<file path="src/rtl/riscv_pkg.sv">
// Shared constants and types for the RISC-V front end.
package riscv_pkg;

  localparam logic [31:0] NOP_INST         = 32'h0000_0013;
  localparam logic [31:0] DEFAULT_RESET_PC = 32'h0000_0000;

  typedef enum logic [1:0] {
    FETCH   = 2'd0,
    HOLD    = 2'd1,
    DISCARD = 2'd2
  } fetch_state_e;

  // Sequential PC step; wraps modulo 2^32.
  function automatic logic [31:0] pc_plus4(input logic [31:0] pc);
    return pc + 32'd4;
  endfunction

endpackage

</file>
<file path="src/rtl/fetch_skid_buf.sv">
// One-entry pc+inst buffer that parks a fetch response while decode is stalled.
module fetch_skid_buf
  import riscv_pkg::*;
(
  input  logic        clk,
  input  logic        rst,
  input  logic        load,
  input  logic        unload,
  input  logic        clr,
  input  logic [31:0] pc_in,
  input  logic [31:0] inst_in,
  output logic        valid,
  output logic [31:0] pc,
  output logic [31:0] inst
);

  always_ff @(posedge clk or posedge rst) begin
    if (rst) begin
      valid <= 1'b0;
      pc    <= 32'h0000_0000;
      inst  <= NOP_INST;
    end else if (clr || unload) begin
      valid <= 1'b0;
    end else if (load) begin
      valid <= 1'b1;
      pc    <= pc_in;
      inst  <= inst_in;
    end
  end

endmodule

</file>
<file path="src/rtl/if_fetch_unit.sv">
// Instruction-fetch stage: owns the fetch PC, keeps one request outstanding to
// instruction memory and presents one instruction per cycle to the IF/ID register.
//
// state   | meaning
// FETCH   | request outstanding at req_addr; response goes to the output slot or skid
// HOLD    | response parked in the skid while decode stalls; no request issued
// DISCARD | stale request left over from a redirect; wait for its ack, drop the data
module if_fetch_unit
  import riscv_pkg::*;
#(
  parameter logic [31:0] RESET_PC = DEFAULT_RESET_PC
) (
  input  logic        clk,
  input  logic        rst,
  input  logic        stall,
  input  logic        redirect,
  input  logic [31:0] redirect_pc,
  output logic        im_req,
  output logic [31:0] im_addr,
  input  logic        im_ack,
  input  logic [31:0] im_rdata,
  output logic [31:0] pc_cur,
  output logic [31:0] inst,
  output logic [31:0] pc_add4,
  output logic        if_valid
);

  fetch_state_e state, state_nxt;

  logic [31:0] pc, pc_nxt;
  logic [31:0] req_addr, req_addr_nxt;
  logic        xfer, slot_free;
  logic        slot_ld, slot_clr, slot_from_skid;
  logic        skid_ld, skid_unload, skid_clr, skid_valid;
  logic [31:0] skid_pc, skid_inst;
  logic [31:0] slot_pc, slot_inst;

  // Request decodes from state only, so memory never sees a path from im_ack.
  assign im_req    = !rst && (state != HOLD);
  assign im_addr   = req_addr;
  assign xfer      = im_req && im_ack;
  assign slot_free = !if_valid || !stall;
  assign slot_pc   = slot_from_skid ? skid_pc   : req_addr;
  assign slot_inst = slot_from_skid ? skid_inst : im_rdata;

  always_ff @(posedge clk or posedge rst) begin
    if (rst) state <= FETCH;
    else     state <= state_nxt;
  end

  always_comb begin
    state_nxt      = state;
    pc_nxt         = pc;
    req_addr_nxt   = req_addr;
    slot_ld        = 1'b0;
    slot_clr       = 1'b0;
    slot_from_skid = 1'b0;
    skid_ld        = 1'b0;
    skid_unload    = 1'b0;
    skid_clr       = 1'b0;

    if (redirect) begin
      slot_clr = 1'b1;
      skid_clr = 1'b1;
      pc_nxt   = redirect_pc;
      // An unacked request must keep its address; the target waits in pc.
      if (im_req && !im_ack) begin
        state_nxt = DISCARD;
      end else begin
        state_nxt    = FETCH;
        req_addr_nxt = redirect_pc;
      end
    end else begin
      case (state)
        FETCH: begin
          if (xfer) begin
            pc_nxt       = pc_plus4(req_addr);
            req_addr_nxt = pc_plus4(req_addr);
            if (slot_free) begin
              slot_ld = 1'b1;
            end else begin
              skid_ld   = 1'b1;
              state_nxt = HOLD;
            end
          end else if (!stall) begin
            slot_clr = 1'b1;
          end
        end
        HOLD: begin
          if (!stall) begin
            slot_from_skid = 1'b1;
            slot_ld        = skid_valid;
            slot_clr       = !skid_valid;
            skid_unload    = 1'b1;
            state_nxt      = FETCH;
          end
        end
        DISCARD: begin
          if (xfer) begin
            req_addr_nxt = pc;
            state_nxt    = FETCH;
          end
        end
        default: begin
          state_nxt = FETCH;
        end
      endcase
    end
  end

  always_ff @(posedge clk or posedge rst) begin
    if (rst) begin
      pc       <= RESET_PC;
      req_addr <= RESET_PC;
    end else begin
      pc       <= pc_nxt;
      req_addr <= req_addr_nxt;
    end
  end

  always_ff @(posedge clk or posedge rst) begin
    if (rst) begin
      if_valid <= 1'b0;
      inst     <= NOP_INST;
      pc_cur   <= 32'h0000_0000;
      pc_add4  <= 32'h0000_0004;
    end else if (slot_clr) begin
      if_valid <= 1'b0;
      inst     <= NOP_INST;
    end else if (slot_ld) begin
      if_valid <= 1'b1;
      inst     <= slot_inst;
      pc_cur   <= slot_pc;
      pc_add4  <= pc_plus4(slot_pc);
    end
  end

  fetch_skid_buf u_skid (
    .clk     (clk),
    .rst     (rst),
    .load    (skid_ld),
    .unload  (skid_unload),
    .clr     (skid_clr),
    .pc_in   (req_addr),
    .inst_in (im_rdata),
    .valid   (skid_valid),
    .pc      (skid_pc),
    .inst    (skid_inst)
  );

endmodule

</file>
<file path="config.mk">
export PLATFORM = sky130hd
export DESIGN_NAME = if_fetch_unit
export DESIGN_NICKNAME = d
export VERILOG_FILES = /design/src/rtl/riscv_pkg.sv /design/src/rtl/fetch_skid_buf.sv /design/src/rtl/if_fetch_unit.sv
export SDC_FILE = /design/constraint.sdc
export NUM_CORES = 1
export LEC_CHECK = 0
export ABC_AREA = 0
export BUFFER_PORTS_ARGS = -buffer_cell sky130_fd_sc_hd__buf_2
export CAP_MARGIN = 25
export CORE_MARGIN = 2
export CORE_UTILIZATION = 35
export CTS_CLUSTER_DIAMETER = 120
export CTS_CLUSTER_SIZE = 40
export DETAILED_ROUTE_END_ITERATION = 6
export PLACE_DENSITY_LB_ADDON = 0.12
export SKIP_LAST_GASP = 1
export SYNTH_ARGS = -nofsm -noshare
export SYNTH_HDL_FRONTEND = slang
export SYNTH_SLANG_ARGS = --single-unit
</file>
<file path="constraint.sdc">
create_clock -name clk -period 21.8 [get_ports clk]
set_input_delay 2.18 -clock clk [delete_from_list [all_inputs] [get_ports clk]]
set_output_delay 2.18 -clock clk [all_outputs]
set_load 0.05 [all_outputs]
</file>
## Yosys cells after proc, flatten, opt, wreduce, memory -nomap -nowiden

Index checks and enable logic that the tools add are counted.

| operators by class | value |
|---|---|
| add/subtract/negate cells | 2 |
| $mul | 0 |
| divide/modulo/power cells | 0 |
| order comparisons | 0 |
| equality and inequality tests | 8 |
| shift operators | 0 |
| muxes and demuxes | 39 |
| bitwise operators | 2 |
| reduce and logical (&&, ||, !) cells | 21 |

Operators by type and width:

| kind | count |
|---|---|
| 32-bit two-way mux | 10 |
| 32-bit by 3-bit adder with 32-bit output, second input constant | 2 |
| 32-bit one-hot mux with 2 select lines | 1 |
| 1-bit two-way mux | 19 |
| 2-bit two-way mux | 6 |
| 3-bit != test, second input constant | 4 |
| 4-bit AND reduction | 2 |
| 2-bit nonzero test | 4 |
| 2-bit one-hot mux with 3 select lines | 1 |
| 2-bit AND reduction | 3 |
| 1-bit zero test | 5 |
| 1-bit one-hot mux with 2 select lines | 2 |
| 1-bit logical AND | 3 |
| 3-bit nonzero test | 1 |
| 2-bit by 1-bit == test with 1-bit output, second input constant | 1 |
| 2-bit == test, second input constant | 1 |
| 2-bit zero test | 1 |
| 1-bit logical OR | 2 |
| 2-bit by 1-bit != test with 1-bit output, second input constant | 1 |
| 2-bit != test, second input constant | 1 |
| 1-bit NOT | 2 |

| storage, ports and cells | value |
|---|---|
| register bits after elaboration | 228 |
| bits in latches | 0 |
| memory bits (writable) | 0 |
| bits in read-only memories | 0 |
| output and inout bits | 130 |
| word-level logic and storage cells | 82 |
| memories kept | 0 |

## Logic depth before layout (Yosys ltp)

| depth | value |
|---|---|
| word-level depth | 8 |
| depth in mapped cells | 15 |
| depth with buffers taken out | 9 |

## Modules after synthesis

Synthesis repeated with hierarchy kept, for this count alone.

| second synthesis, totals | value |
|---|---|
| cells, all modules | 1242 |
| area, all modules | 12031.5 sq um |

Modules (own cells, without submodules):

| module | times used | cells each | area each (sq um) |
|---|---|---|---|
| if_fetch_unit | 1 | 1102 | 9298.9 |
| fetch_skid_buf | 1 | 140 | 2732.6 |

## Worst setup path after synthesis

Ideal clock, no wire load.

| timing | value |
|---|---|
| path type | input-to-reg |
| start point | input rst |
| end point | register inst[10] |
| library setup time | 0.078 ns |
| data arrival time | 8.267 ns |
| setup slack | 13.455 ns |
| cell stages on the path | 8 |
| path through | clkbuf_1 inv_1 nand3b_1 a31oi_1 and2_0 clkbuf_1 clkbuf_1 o2bb2ai_1 |

| on the way | value |
|---|---|
| cells in the longest elaborated chain, start to end | 7 |
| elaborated cells between the ends (all ways) | 11 |
| those cells by class | 7 x mux; 4 x reduce/logical |

RTL lines:

| what | line | text |
|---|---|---|
| start, declared | if_fetch_unit.sv:14 | `input logic rst,` |
| 1-bit zero test (no source line) * | - |  |
| 1-bit logical AND * | if_fetch_unit.sv:39 | `assign im_req = !rst && (state != HOLD);` |
| 1-bit logical AND * | if_fetch_unit.sv:41 | `assign xfer = im_req && im_ack;` |
| 1-bit two-way mux | if_fetch_unit.sv:76 | `if (xfer) begin` |
| 1-bit one-hot mux with 2 select lines | if_fetch_unit.sv:74 | `case (state)` |
| 1-bit two-way mux | if_fetch_unit.sv:62 | `if (redirect) begin` |
| 32-bit two-way mux or 2-bit nonzero test (tied branches) | - |  |
| end signal, assigned | if_fetch_unit.sv:132 | `inst <= slot_inst;` |
| end, declared | if_fetch_unit.sv:23 | `output logic [31:0] inst,` |

Every way passes the cells marked *; elsewhere a longest branch is shown, timed or not.
A chain may end at the register's enable or synchronous reset.

## Worst setup path after layout

| timing | value |
|---|---|
| start point | input rst |
| end point | output im_req |

| on the way | value |
|---|---|
| cells in the longest elaborated chain, start to end | 2 |

RTL lines:

| what | line | text |
|---|---|---|
| 1-bit zero test (no source line) | - |  |
| 1-bit logical AND | if_fetch_unit.sv:39 |  |
| end, declared | if_fetch_unit.sv:18 | `output logic im_req,` |

No other way between the ends.

==> impl_table.tex <==
\begin{tabular}{lr}
\hline
Metric & Value \\
\hline
\multicolumn{2}{l}{\textbf{Status}} \\
\quad Status & finished, final reports clean \\
\multicolumn{2}{l}{\textbf{Finish}} \\
\quad Post-layout utilization of the core & around 41\% \\
\quad Area added between synthesis and finish & 14.2\% \\
\quad Count of nets after finishing & 1379 \\
\quad Post-route cell area & between 10000 and 15000 um2 \\
\quad Share of layout cells above drive strength 1 & between 20\% and 30\% \\
\quad Diodes inserted & 0 \\
\quad Number of filler instances in the final layout & 3313 \\
\multicolumn{2}{l}{\textbf{CTS}} \\
\quad CTS tree & yes \\
\quad CTS sink count & $\sim$230 \\
\quad CTS root buf & sky130\_fd\_sc\_hd\_\_clkbuf\_16 \\
\quad Clock latency on the worst-skew pair & around 0.50 ns \\
\quad Post CTS Setup Buffer Count & 0 \\
\quad Total clock buffers created by CTS & 10 \\
\quad Resized Gates After CTS & 0 \\
\quad Clock Tree Buf Depth & 3 \\
\quad Quantity of hold-fixing buffers added after cts & 0 \\
\quad H-tree levels & 1 \\
\quad Reg clk slew, reported paths & about 0.14 ns \\
\multicolumn{2}{l}{\textbf{STA}} \\
\quad Number of failing hold endpoints at the final stage & 0 \\
\quad Final Critical Period & 5.19 ns \\
\quad Transition at the pin with the smallest max-transition slack & 0.917 ns \\
\quad Number of setup violations in the final report & 0 \\
\quad RSZ-0062 raised after global routing & false \\
\quad Fmax & just under 0.2 GHz \\
\quad Share of the cycle needed by the critical path after routing & 23.8\% \\
\quad Worst rel slew slack & 38.9\% \\
\quad Setup total negative slack & 0 ns \\
\quad Number of max-slew violations in the final report & 0 \\
\quad Worst setup margin & 16.61 ns \\
\quad Worst clock skew & 0.0287 ns \\
\multicolumn{2}{l}{\textbf{Critical path}} \\
\quad Worst flop-to-flop path startpoint & state[1]\$\_DFFE\_PP0P\_ \\
\quad Cell-by-cell listing of the critical path & buf\_2 > nor2\_1 > buf\_2 \\
\quad Critical Path RT & around 20 ns \\
\quad Max stage delay cell, worst path & sky130\_fd\_sc\_hd\_\_buf\_2 \\
\quad Worst setup slack for register-to-register paths & 18.12 ns \\
\quad Worst endpoint data arrival time & around 3.0 ns \\
\quad Crit end category & primary output \\
\quad Critical path start-end classification & in -> out \\
\quad Max Fanout on Critical Path & 8 \\
\quad Most used cell along the critical path & sky130\_fd\_sc\_hd\_\_buf\_2 \\
\quad Critical Path Source & rst \\
\quad Largest incremental delay on the critical path & 0.33 ns \\
\quad FF-to-FF path depth & 10 \\
\quad Buffers \& Inverters on Critical Path & 2 \\
\quad Crit path launch type & input port \\
\quad End of the worst register-to-register path & pc\_add4[28]\$\_DFFE\_PP0P\_ \\
\quad Family with the most delay on the worst path & buffers and inverters \\
\multicolumn{2}{l}{\textbf{Place}} \\
\quad Instance area at placement & 12900 um2 \\
\quad Post-placement worst setup slack & 16.39 ns \\
\quad Port Buf Inserts & 198 \\
\quad Gpl congestion & roughly 0.81 \\
\quad Half-perimeter wire length of the detailed placement result & 24100 um \\
\multicolumn{2}{l}{\textbf{Detailed routing}} \\
\quad Vias per Instance & around 5.4 \\
\quad Detailed router's first-iteration violation count & 790 \\
\quad Total detailed-routing wirelength & 35100 um \\
\quad Number of iterations in the first detailed-routing pass & 5 \\
\quad DR vias & 9507 \\
\quad Antenna Nets Post-Route & 0 \\
\quad Routed len/inst & between 20 and 25 um \\
\quad Post-detailed-route DRC marker count & 0 \\
\multicolumn{2}{l}{\textbf{Yosys}} \\
\quad Fraction of post-synthesis cell area in the top cell type by area & 47.2\% \\
\quad Register area share after synthesis & 48.8\% \\
\quad Instance count of the mapped netlist & 1181 \\
\quad Cell with the most instances after synthesis & sky130\_fd\_sc\_hd\_\_dfrtp\_1 \\
\quad Synthesized net count & 1252 \\
\quad Synth Cell Area & 11600 um2 \\
\quad Top cells by area, synth & sky130\_fd\_sc\_hd\_\_dfrtp\_1 47\%, sky130\_fd\_sc\_hd\_\_mux2\_2 6.5\%, sky130\_fd\_sc\_hd\_\_mux2i\_1 5.5\%, sky130\_fd\_sc\_hd\_\_nand2\_1 5.4\%, sky130\_fd\_sc\_hd\_\_o21ai\_0 3.9\% \\
\quad Post-Synthesis Mean Instance Area & 9.83 um2 \\
\quad Yosys Warn Count & 0 \\
\quad Top cells by count, synth & 219 x sky130\_fd\_sc\_hd\_\_dfrtp\_1, 168 x sky130\_fd\_sc\_hd\_\_nand2\_1, 91 x sky130\_fd\_sc\_hd\_\_o21ai\_0 \\
\quad Most frequently used flop master after synthesis & sky130\_fd\_sc\_hd\_\_dfrtp\_1 \\
\quad Post-synthesis cell type with the largest combined area & sky130\_fd\_sc\_hd\_\_dfrtp\_1 \\
\quad Ys async rst share & 100\% \\
\quad Count of flip-flops with a built-in enable after synthesis & 0 \\
\quad Number of storage elements in the synthesis netlist & 226 \\
\quad Number of different library cells in the post-synthesis netlist & 66 \\
\multicolumn{2}{l}{\textbf{Min path}} \\
\quad Hold crit path type & reg -> reg \\
\quad Instance count along the most critical hold path & 2 \\
\quad Hold Crit Endpoint & inst[4]\$\_DFFE\_PP1P\_ \\
\quad Worst min-delay path startpoint & inst[4]\$\_DFFE\_PP1P\_ \\
\multicolumn{2}{l}{\textbf{Floorplanning}} \\
\quad Starting density of the core & 35.6\% \\
\quad Total Die Area & 34600 um2 \\
\quad Die width & 186 um \\
\quad Top-level I/O count & 199 \\
\quad Row cnt & 66 \\
\quad Die Span Y & approximately 190 um \\
\quad Core area & 32600 um2 \\
\multicolumn{2}{l}{\textbf{Global route}} \\
\quad First-pass GRT wire length & 53700 um \\
\quad Total routing usage reported by global routing & 19.9\% \\
\quad Pin count of the biggest net entering global routing & 111 \\
\quad Via count of the first global-routing pass & 8925 \\
\quad Initial antenna violation count & 0 \\
\quad Overflow left after global routing & 0 \\
\multicolumn{2}{l}{\textbf{Pwr}} \\
\quad Clock network power share & 19.6\% \\
\quad Net switching power figure & 0.557 mW \\
\quad Power Density & 95.4 nW/um2 \\
\quad Share of total power in combinational logic & around a third \\
\quad Internal & approximately 0.7 mW \\
\quad Maximum vdd ir drop & 0.0469 mV \\
\quad Share of total power in sequential cells & approximately 46\% \\
\quad Leakage power summed over all cells & between 6 and 7 nW \\
\quad Switching Fraction & 44.1\% \\
\multicolumn{2}{l}{\textbf{Run}} \\
\quad Max-capacitance violation count & 0 \\
\hline
\end{tabular}
kinds of logic (layout without fill, tap and decap cells):
kind of cell	Yosys count	in the layout	synth area share [%]
fa+ha+maj	2	2	0.216
buf+inv	115	246	4.01
compound gates	272	272	15.6
flops	226	226	48.8
xor+xnor	38	38	2.87
mux	131	131	12.0
simple gates	397	397	16.5
metrics by stage:
| stage | power, mW | instances | hold slack, ns |
|---|---|---|---|
| CTS | 1.28 | 1754 | 0.478 |
| global placement | 1.02 | 1738 | 0.449 |
| finish | 1.26 | 1754 | 0.476 |
| floorplan | 0.894 | 1181 | 0.474 |
| detailed placement | 1.03 | 1738 | 0.451 |
| global route | 1.33 | 1754 | 0.488 |
area by class of cell:
class                           instances  area (um2)  area share (%)
Tap cell                              442         553            4.17
Sequential cell                       226        5660            42.7
Clock inverter                          4        60.1           0.453
Inverter                               14        60.1           0.453
Multi-Input combinational cell        840        5510            41.6
Timing Repair Buffer                  216        1130            8.50
Clock buffer                           12         279            2.11
power by group through the flow:
stage / logic [mW] / clock network, mW / registers (mW)
after floorplan: 0.160 / 0 / 0.735
after global placement: 0.436 / 0 / 0.586
after detailed placement: 0.440 / 0 / 0.586
after CTS: 0.441 / 0.257 / 0.577
after global routing: 0.470 / 0.271 / 0.590
final: 0.437 / 0.248 / 0.579
worst max-delay path by stage:
stage | endpoint | slack [ns] | depth (start not counted)
6_report | im_req | 16.61 | 3
5_1_grt | im_req | 16.59 | 3
3_5_place_dp | pc_add4[28]$_DFFE_PP0P_ | 16.39 | 11
4_1_cts | im_req | 16.64 | 3
3_3_place_gp | pc_add4[28]$_DFFE_PP0P_ | 16.50 | 11
2_1_floorplan | if_valid$_DFFE_PP0P_ | 13.20 | 2
flip-flops by register name (all words and copies together) (netlist names):
name and count:
pc_add4 30, u_skid.inst 32, u_skid.valid 1, u_skid.pc 32, inst 32, im_addr 32
if_valid 1, state 2, pc_cur 32, pc 32
tightest hold or removal path, cell delays in order (launching register included):
cell	delay (ns)
sky130_fd_sc_hd__dfstp_2	0.40
sky130_fd_sc_hd__inv_1	0.04
sky130_fd_sc_hd__a32oi_1	0.05
layout by cell type (no fill, tap or decap), drive strengths merged, types with 6 or more instances in the layout:
master / n
or4: 12
dfrtp: 219
a211o: 11
nor3: 30
nor4: 9
nor2: 57
o2bb2ai: 34
xnor2: 22
a31oi: 29
a21oi: 32
mux2i: 64
nand4: 26
clkbuf: 12
mux2: 67
o211ai: 15
o21ai: 92
dfstp: 7
inv: 16
xor2: 16
a22oi: 6
o221ai: 6
buf: 216
a21boi: 7
nand2: 168
nand3: 38
or3: 10
and3: 17
layer usage:
metal / global-route usage [%] / wire (um) / vias up / part of all wire, %
li1: - / - / 4528 / -
met1: 32.1 / 18000 / 4690 / 51
met2: 28.6 / 15000 / 265 / 43
met3: 2.25 / 1810 / 24 / 5.2
met4: 3.15 / 378 / 0 / 1.1
met5: 0 / 0 / - / 0
Note: power is estimated with default switching activity, not from simulation.
